`src/rtl/scan_decoder_if.sv`:
```
`default_nettype none
// ============================================================================
//  Module      : scan_decoder_if
//  Description : Control/result bundle for the scan decoder. The controller
//                (master) drives enable, mode and load/select; the decoder
//                (slave) returns the one-hot lines, stored index and wrap.
//  Revision    : 1.0  initial release
// ============================================================================
interface scan_decoder_if #(
    parameter int SEL_W = 4
);
    localparam int OUT_W = 2**SEL_W;

    logic             en;
    logic             mode;
    logic             load;
    logic [SEL_W-1:0] sel;
    logic [OUT_W-1:0] d;
    logic [SEL_W-1:0] idx;
    logic             wrap;

    modport master (output en, mode, load, sel, input  d, idx, wrap);
    modport slave  (input  en, mode, load, sel, output d, idx, wrap);
endinterface
`default_nettype wire

```
`src/rtl/scan_decoder.sv`:
```
`default_nettype none
// ============================================================================
//  Module      : scan_decoder
//  Description : Registered one-hot decoder with a stored index. Direct mode
//                decodes a loaded select; scan mode steps the index through
//                all outputs, dwelling DIV cycles on each, and pulses wrap on
//                the OUT_W-1 -> 0 step.
//  Revision    : 1.0  initial release
// ============================================================================
module scan_decoder #(
    parameter int SEL_W = 4,
    parameter int DIV   = 4,
    parameter int CNT_W = 16
) (
    input  wire logic        clk,
    input  wire logic        rst,
    scan_decoder_if.slave    bus
);
    localparam int               OUT_W      = 2**SEL_W;
    localparam logic [CNT_W-1:0] C_CNT_LAST = CNT_W'(DIV - 1);
    localparam logic [SEL_W-1:0] C_IDX_LAST = SEL_W'(OUT_W - 1);
    localparam logic [OUT_W-1:0] C_ONE      = OUT_W'(1);

    logic [OUT_W-1:0] d_q,    d_d;
    logic [SEL_W-1:0] idx_q,  idx_d;
    logic [CNT_W-1:0] cnt_q,  cnt_d;
    logic             wrap_q, wrap_d;

    // Next-state: enable gate beats load, load beats a scan step, else hold.
    always_comb begin
        idx_d  = idx_q;
        cnt_d  = cnt_q;
        wrap_d = 1'b0;
        d_d    = C_ONE << idx_q;   // re-asserts the line after an en=0 blank
        if (!bus.en) begin
            d_d = '0;              // index and dwell counter freeze
        end else if (bus.load) begin
            idx_d = bus.sel;
            cnt_d = '0;
            d_d   = C_ONE << bus.sel;
        end else if (bus.mode) begin
            if (cnt_q == C_CNT_LAST) begin
                cnt_d  = '0;
                idx_d  = idx_q + 1'b1;   // natural wrap modulo OUT_W
                wrap_d = (idx_q == C_IDX_LAST);
                d_d    = C_ONE << idx_d;
            end else begin
                cnt_d = cnt_q + 1'b1;
            end
        end
    end

    // State registers, cleared immediately by the asynchronous reset.
    always_ff @(posedge clk or posedge rst) begin
        if (rst) begin
            d_q    <= '0;
            idx_q  <= '0;
            cnt_q  <= '0;
            wrap_q <= 1'b0;
        end else begin
            d_q    <= d_d;
            idx_q  <= idx_d;
            cnt_q  <= cnt_d;
            wrap_q <= wrap_d;
        end
    end

    assign bus.d    = d_q;
    assign bus.idx  = idx_q;
    assign bus.wrap = wrap_q;
endmodule
`default_nettype wire
```
`src/flat_wrapper.sv`:
```
// flat-port wrapper written by rule: the top's interface ports become plain ports
module scan_decoder_flat 
#(
    parameter int SEL_W = 4,
    parameter int DIV   = 4,
    parameter int CNT_W = 16
)
  (clk, rst, bus_en, bus_mode, bus_load, bus_sel, bus_d, bus_idx, bus_wrap);
  scan_decoder_if #(.SEL_W(SEL_W)) bus_i ();
  input  wire logic clk;
  input  wire logic rst;
  input wire logic [$bits(bus_i.en)-1:0] bus_en;
  input wire logic [$bits(bus_i.mode)-1:0] bus_mode;
  input wire logic [$bits(bus_i.load)-1:0] bus_load;
  input wire logic [$bits(bus_i.sel)-1:0] bus_sel;
  output wire logic [$bits(bus_i.d)-1:0] bus_d;
  output wire logic [$bits(bus_i.idx)-1:0] bus_idx;
  output wire logic [$bits(bus_i.wrap)-1:0] bus_wrap;
  assign bus_i.en = bus_en;
  assign bus_i.mode = bus_mode;
  assign bus_i.load = bus_load;
  assign bus_i.sel = bus_sel;
  assign bus_d = bus_i.d;
  assign bus_idx = bus_i.idx;
  assign bus_wrap = bus_i.wrap;
  scan_decoder #(.SEL_W(SEL_W), .DIV(DIV), .CNT_W(CNT_W)) u_core (.clk(clk), .rst(rst), .bus(bus_i));
endmodule
```
`config.mk`:
```
export PLATFORM = sky130hd
export DESIGN_NAME = scan_decoder_flat
export DESIGN_NICKNAME = d
export VERILOG_FILES = /design/src/rtl/scan_decoder_if.sv /design/src/rtl/scan_decoder.sv /design/src/flat_wrapper.sv
export SDC_FILE = /design/constraint.sdc
export NUM_CORES = 1
export LEC_CHECK = 0
export CAP_MARGIN = 20
export CORE_MARGIN = 2
export CORE_UTILIZATION = 45
export DETAILED_ROUTE_END_ITERATION = 8
export PLACE_DENSITY = 0.63
export SYNTH_ARGS = -nofsm -noshare
export SYNTH_HDL_FRONTEND = slang
export SYNTH_SLANG_ARGS = --single-unit
```
`constraint.sdc`:
```
create_clock -name clk -period 5.5 [get_ports clk]
set_clock_uncertainty 0.1 [all_clocks]
set_input_delay 0.825 -clock clk [delete_from_list [all_inputs] [get_ports clk]]
set_output_delay 0.825 -clock clk [all_outputs]
set_load 0.02 [all_outputs]
```
======== Yosys cells after proc, flatten, opt, wreduce, memory -nomap -nowiden ========
Cells that the tools add are included.
word-level totals
  register bits ........................... 37
  bits in writable memories ............... 0
  bits in read-only memories .............. 0
  memories kept ........................... 0
  output and inout bits ................... 21
  bits of input ports ..................... 9
  bits in latches ......................... 0
  word-level logic and storage cells ...... 29
operators by class
  equality and inequality tests ........... 2
  order comparisons ....................... 0
  bitwise operators ....................... 0
  divide/modulo/power cells ............... 0
  shifts and indexed selects .............. 3
  add/sub/neg operators ................... 2
  reductions and logical operators ........ 4
  muxes and demuxes ....................... 14
  multipliers ............................. 0
operators with widths
  kind                                                                 number
  16-bit two-way mux                                                   7
  1-bit by 4-bit << shifter with 16-bit output (first input constant)  3
  16-bit by 1-bit adder with 16-bit output (second input constant)     1
  16-bit by 2-bit == test with 1-bit output (second input constant)    1
  4-bit two-way mux                                                    3
  4-bit by 1-bit adder with 4-bit output (second input constant)       1
  4-bit == test (second input constant)                                1
  1-bit two-way mux                                                    4
  2-bit nonzero test                                                   2
  3-bit AND reduction                                                  1
  2-bit AND reduction                                                  1

======== Logic depth before layout (Yosys ltp) ========
Gate-level depths: netlist (run 1).
  word-level depth ........................ 6
  depth in mapped cells ................... 7
  depth with buffers taken out ............ 6

======== Worst setup path before layout (run 1) ========
No wires, ideal clock.
  kind .................................... input-to-reg
  from .................................... in bus_mode
  to ...................................... reg u_core.idx_q[2] (netlist: u_core.bus.idx[2])
  stages .................................. 5
  data required time ...................... 5,267 ps
  setup time .............................. 133 ps
  arrival ................................. 1,778 ps
  slack ................................... 3,489 ps
  path buffers ............................ 1
  cell sequence ........................... nor4b_1 > nand4_1 > buf_2 > o311ai_1 > nand3_1
on the way
  cells in the longest elaborated chain, start to end .. 2
RTL lines
  element                               RTL line            source
  start, declared                       flat_wrapper.sv:13  input wire logic [$bits(bus_i.mode)-1:0] bus_mode;
  2-bit nonzero test (no source line)   --
  3-bit AND reduction (no source line)  --
  end signal, assigned                  scan_decoder.sv:62  idx_q <= idx_d;
  end, declared                         scan_decoder.sv:25  logic [SEL_W-1:0] idx_q, idx_d;
No other way between the ends.
A chain may end at the register's enable or synchronous reset.

======== Final worst setup path (run 1) ========
  from .................................... in bus_mode
  to ...................................... reg u_core.idx_q[1] (netlist: u_core.bus.idx[1])
The elaborated chain is that of the path after synthesis.

==> results of run 1 <==
-- power by group --
part / internal [uW] / switching [uW] / total (uW)
registers: 282 / 15.9 / 298
logic: 47.1 / 81.7 / 129
clock network: 89.8 / 105 / 195
-- stage by stage --
| stage | worst slack [ns] | cells | hold WS (ns) | total power [uW] | util [%] |
|---|---|---|---|---|---|
| global route | 1.68 | 354 | 0.487 | 652 | 53.5 |
| detailed placement | 1.68 | 346 | 0.437 | 430 | 51.7 |
| floorplan | 3.49 | 265 | 0.394 | 383 | - |
| global placement | 1.80 | 346 | 0.426 | 430 | 51.7 |
| finish | 1.93 | 354 | 0.449 | 621 | 53.5 |
| CTS | 2.00 | 354 | 0.453 | 625 | 53.5 |
-- routing by layer --
metal  track usage, %  share of wire [%]  vias to the layer above
met4             5.85                1.8                        0
met2             35.4                 48                       68
met5                0                  0                        -
li1                 -                  -                     1026
met3             5.29                5.9                       12
met1             26.9                 44                     1019
-- worst register-to-register path, stage by stage, from the launching register on --
cell	delay [ns]
dfrtp_1	0.42
nor4_1	0.50
nand4_1	0.87
a21oi_2	0.91
a2bb2oi_1	0.20
-- flip-flops by register name (all words and copies together) (netlist names) --
signal           flops
u_core.cnt_q        16
u_core.bus.idx       4
u_core.bus.wrap      1
u_core.bus.d        16
-- synthesized netlist by cell type, types with 2 or more instances --
cell type and n:
a21oi_1 5, a21oi_2 2, a311oi_1 2, a31oi_1 12, a32oi_1 3, a41oi_1 2, and2_1 3, buf_1 3
buf_2 3, buf_4 2, clkbuf_1 10, dfrtp_1 37, ha_1 6, inv_1 8, nand2_1 13, nand2b_1 6
nand3_1 20, nand4_1 10, nor2_1 23, nor2b_1 4, nor3_1 7, nor3b_1 2, nor4_1 11, nor4b_1 2
o21ai_0 27, o31ai_1 3, or3_2 2, xnor2_1 5, xor2_1 5
-- layout make-up --
class / instances / area (um2)
Timing Repair Buffer: 30 / 298
Clock inverter: 3 / 22.5
Sequential cell: 37 / 926
Fill cell: 483 / 2340
Inverter: 8 / 30.0
Multi-Input combinational cell: 201 / 1270
Clock buffer: 5 / 68.8
Tap cell: 70 / 87.6
-- logic make-up after synthesis --
family	Yosys count	share of synthesized area (%)
compound gates	69	19.3
simple gates	116	28.5
xor+xnor	10	3.79
buf+inv	27	5.19
fa+ha+maj	6	3.25
flops	37	40.0
-- how the worst min path moves through the flow --
stage / start / to / depth (start not counted)
floorplan: u_core.cnt_q[1]$_DFFE_PP0P_ / u_core.cnt_q[1]$_DFFE_PP0P_ / 2
global placement: u_core.cnt_q[1]$_DFFE_PP0P_ / u_core.cnt_q[1]$_DFFE_PP0P_ / 2
detailed placement: u_core.cnt_q[1]$_DFFE_PP0P_ / u_core.cnt_q[1]$_DFFE_PP0P_ / 2
CTS: u_core.cnt_q[1]$_DFFE_PP0P_ / u_core.cnt_q[1]$_DFFE_PP0P_ / 2
global route: u_core.cnt_q[0]$_DFFE_PP0P_ / u_core.cnt_q[0]$_DFFE_PP0P_ / 1
finish: u_core.cnt_q[1]$_DFFE_PP0P_ / u_core.cnt_q[1]$_DFFE_PP0P_ / 2
==> results.txt, run 1 <==
Worst Setup End Kind -> flop
remaining antenna violation count -> 0
Die X -> 75.7 um
fraction of layout cells with a size suffix above 1 -> 6.34%
main area contributors after synthesis -> dfrtp_1, o21ai_0, nand3_1
proportion of synthesized chip area in sequential cells -> 40.0%
Starting Density -> 45.9%
CTS max path bufs -> 2
# setup viols final -> 0
Yosys cell types -> 56
Synth Instances -> 265
status -> complete, no violations
Largest delay share family, worst path -> simple AND/OR/NAND/NOR gates
drt total wl -> 5670 um
Vias -> 2125
Vias/cell -> 6.00
most frequent cells in the layout -> dfrtp_1, clkdlybuf4s50_1, o21ai_0
critical path depth -> 5
crit-path cells -> clkdlybuf4s50_1 -> nor4b_1 -> nand4_1 -> a21oi_2 -> a2bb2oi_1
clock tree root driver cell -> clkbuf_8
worst path required time -> 5.62 ns
Slew Limit Fails -> 0
reg2reg setup slack -> 2.42 ns
pwr dens -> 230 nW/um2
Iter 0 DRT Violations -> 216
port buffer count -> 29
maximum clock rate -> 280 MHz
Main synth FF type -> dfrtp_1
final net count -> 298
worst setup path class -> in2reg
Yosys top cell by area -> dfrtp_1
crit path buf inv count -> 1
DR pass1 iterations -> 4
PostCTS Resize Cnt -> 0
RSZ-0062 raised after global routing -> false
share of the synthesized area in the top cell type -> 40.0%
GR Util All Layers -> 21.0%
first-pass GRT wire length -> 8960 um
Critical-path top delay cell -> a21oi_2
Hold Crit Class -> reg2reg
GRT overflow -> 0
Area Overhead vs Synth -> 16.7%
clk_lat worst skew -> 0.30 ns
Placement Cell Area -> 2610 um2
commonest non-fill, non-tap cell in the layout -> dfrtp_1
Post-synth EDFFs -> 0
Worst setup endpoint -> u_core.bus.idx[1]$_DFFE_PP0P_
Final Hold Fails -> 0
# Post-CTS Setup Buffers -> 0
max_cap viols -> 0
GP Congestion -> 0.861
Die Y -> 75.7 um
Critical Path Source Type -> input pin
#FFs+latches synth -> 37
setup TNS -> 0 ns
CTS H-tree lvls -> 2
Syn Area/Cell -> 8.73 um2
WL/cell -> 16.0 um
clk slew on worst S/H paths -> 0.07 ns
Final Cycle Share -> 65.0%
initial antenna violation count -> 0
worst vdd ir -> 148 uV
number of global-route vias before repair -> 1846
TritonCTS clock tree -> done
worst r2r dst -> u_core.bus.idx[1]$_DFFE_PP0P_
Top-Level Pins -> 30
ANT cells -> 0
Post-CTS Hold Fix Bufs -> 0
full die area -> 5730 um2
CORE AREA -> 5040 um2
worst rel slew slack -> 35.6%
worst r2r src -> u_core.cnt_q[12]$_DFFE_PP0P_
HPWL after detailed placement -> 3900 um
largest net degree at the start of global routing -> 38
CTS buffer count -> 5
Least-Margin Pin Slew -> 0.963 ns
Leak -> 0.00104 uW
ys async rst share -> 100%
Tmin final -> 3.57 ns
Sink Count -> 37
Yosys warnings -> 0
DRC Markers -> 0
fin area -> 2700 um2
Post-Syn Area -> 2310 um2
crit path DAT -> 3.69 ns
row cnt -> 26
Syn Nets -> 280
Critical Path Max Stage Delay -> 0.91 ns
Max FO, Critical Path -> 21
crit path from -> bus_mode
worst reg2reg path depth -> 4
(Power assumes the default switching activity.)
==> run 2: changes to the inputs <==
- PLACE_DENSITY: 0.63 -> 0.66
- clock period: 5.5 -> 3.15 ns (I/O delays scaled with it)
==> run 2 against run 1 <==
  * Via count is 0.85% higher
  * First-iteration DRC count shrank 12%
  * Sequential cell count did not move
  * Cell count up 1.1%
  * Utilization rose by 1.1 points
  * Register-to-register slack got worse by 1.4 ns
  * Global-route usage rose by 0.59 points
  * Total power grew 88%
  * Critical path type unchanged
  * Critical endpoint is now u_core.bus.d[11]$_DFF_PP0_
  * Largest cell class unchanged
  * Largest power group unchanged
==> results.txt, run 2 (synthesis results as in run 1) <==
M1 WL -> 2360 um
TritonCTS clock tree -> done
Top-Level Pins -> 30
setup TNS -> 0 ns
Sink Count -> 37
full die area -> 5730 um2
port buffer count -> 29
Vias/cell -> 5.99
# Post-CTS Setup Buffers -> 0
row cnt -> 26
pwr dens -> 424 nW/um2
max_cap viols -> 0
DRC Markers -> 0
Least-Margin Pin Slew -> 0.761 ns
Leak -> 0.00107 uW
Non-Filler Instances -> 358
WL met3 -> 354 um
Max FO, Critical Path -> 16
CTS max path bufs -> 2
Area Overhead vs Synth -> 19.1%
Detail Route met2 WL -> 2660 um
Starting Density -> 45.9%
total power draw -> 1170 uW
Die Y -> 75.7 um
Tmin final -> 2.33 ns
CTS buffer count -> 5
remaining antenna violation count -> 0
Critical Path Source Type -> input pin
clk slew on worst S/H paths -> 0.07 ns
drt total wl -> 5500 um
Hold Crit Class -> reg2reg
CTS H-tree lvls -> 2
number of global-route vias before repair -> 1961
maximum clock rate -> 429 MHz
GRT overflow -> 0
worst vdd ir -> 216 uV
Post-Place Cells -> 350
RSZ-0062 raised after global routing -> false
worst rel slew slack -> 48.8%
GP Congestion -> 0.908
Vias -> 2143
Final Hold Fails -> 0
most frequent cells in the layout -> dfrtp_1, clkdlybuf4s50_1, o21ai_0
final net count -> 302
largest net degree at the start of global routing -> 38
Worst Setup End Kind -> flop
clock tree root driver cell -> clkbuf_8
initial antenna violation count -> 0
fraction of layout cells with a size suffix above 1 -> 7.29%
Post-CTS Hold Fix Bufs -> 0
Die X -> 75.7 um
Slew Limit Fails -> 0
GR Util All Layers -> 21.6%
crit path DAT -> 2.43 ns
Max Used Layer -> met4
DR pass1 iterations -> 4
worst setup path class -> in2reg
ANT cells -> 0
PostCTS Resize Cnt -> 0
first-pass GRT wire length -> 9340 um
CORE AREA -> 5040 um2
Final Cycle Share -> 74.0%
Iter 0 DRT Violations -> 190
WL/cell -> 15.3 um
# setup viols final -> 0
HPWL after detailed placement -> 3890 um
clk_lat worst skew -> 0.29 ns
commonest non-fill, non-tap cell in the layout -> dfrtp_1
status -> complete, no violations
worst path required time -> 3.24 ns
## run 2: cell count changes in the layout (fill, tap and decap cells not counted)
cell / change
clkbuf_1: +1
bufinv_16: +1
buf_4: +4
clkbuf_8: +1
clkinv_2: -1
clkinv_4: -2
## run 2: area by class of cell
cell class | count | area (um2)
sequential | 37 | 926
inverter | 8 | 30.0
clock inverter | 1 | 30.0
timing repair buffer | 34 | 328
tap | 70 | 87.6
multi-input combinational | 201 | 1270
fill | 461 | 2290
clock buffer | 7 | 86.3
## run 2: critical path, stage by stage
cell and delay [ns]:
clkdlybuf4s50_1 0.59, nor4b_1 0.35, and4_1 0.62, nand3_1 0.17, o21ai_0 0.22
## run 2: metal layers
metal	vias up	global-route usage (%)
met5	-	0
met1	1020	28.0
met4	0	8.77
li1	1034	-
met3	10	3.70
met2	79	35.8
## run 2: path summary, 6_finish.rpt
check / startpoint / to / slack [ns] / cells past startpoint
min in group asynchronous: rst / u_core.bus.d[13]$_DFF_PP0_ / 0.49 / 3
min: u_core.cnt_q[0]$_DFFE_PP0P_ / u_core.cnt_q[0]$_DFFE_PP0P_ / 0.46 / 1
min reg2reg: u_core.cnt_q[0]$_DFFE_PP0P_ / u_core.cnt_q[0]$_DFFE_PP0P_ / 0.46 / 1
max reg2reg: u_core.cnt_q[9]$_DFFE_PP0P_ / u_core.bus.d[11]$_DFF_PP0_ / 0.99 / 4
max in group asynchronous: rst / u_core.cnt_q[8]$_DFFE_PP0P_ / 2.15 / 3
max: bus_mode / u_core.bus.d[11]$_DFF_PP0_ / 0.82 / 5
## run 2: stage by stage
stage | util [%] | hold WS (ns) | setup slack [ns] | area [um2]
finish | 54.6 | 0.461 | 0.818 | 2750
global route | 54.6 | 0.511 | 0.663 | 2750
CTS | 54.6 | 0.456 | 0.841 | 2750
detailed placement | 52.3 | 0.433 | 0.552 | 2640
global placement | 52.3 | 0.438 | 0.564 | 2640
floorplan | - | 0.394 | 1.42 | 2310
## run 2: power breakdown
group | leakage, uW | switching [uW] | total, uW | internal [uW]
Combinational | 0.000510 | 142 | 226 | 84.5
Clock | 0.0000585 | 164 | 422 | 258
Sequential | 0.000504 | 28.0 | 520 | 492
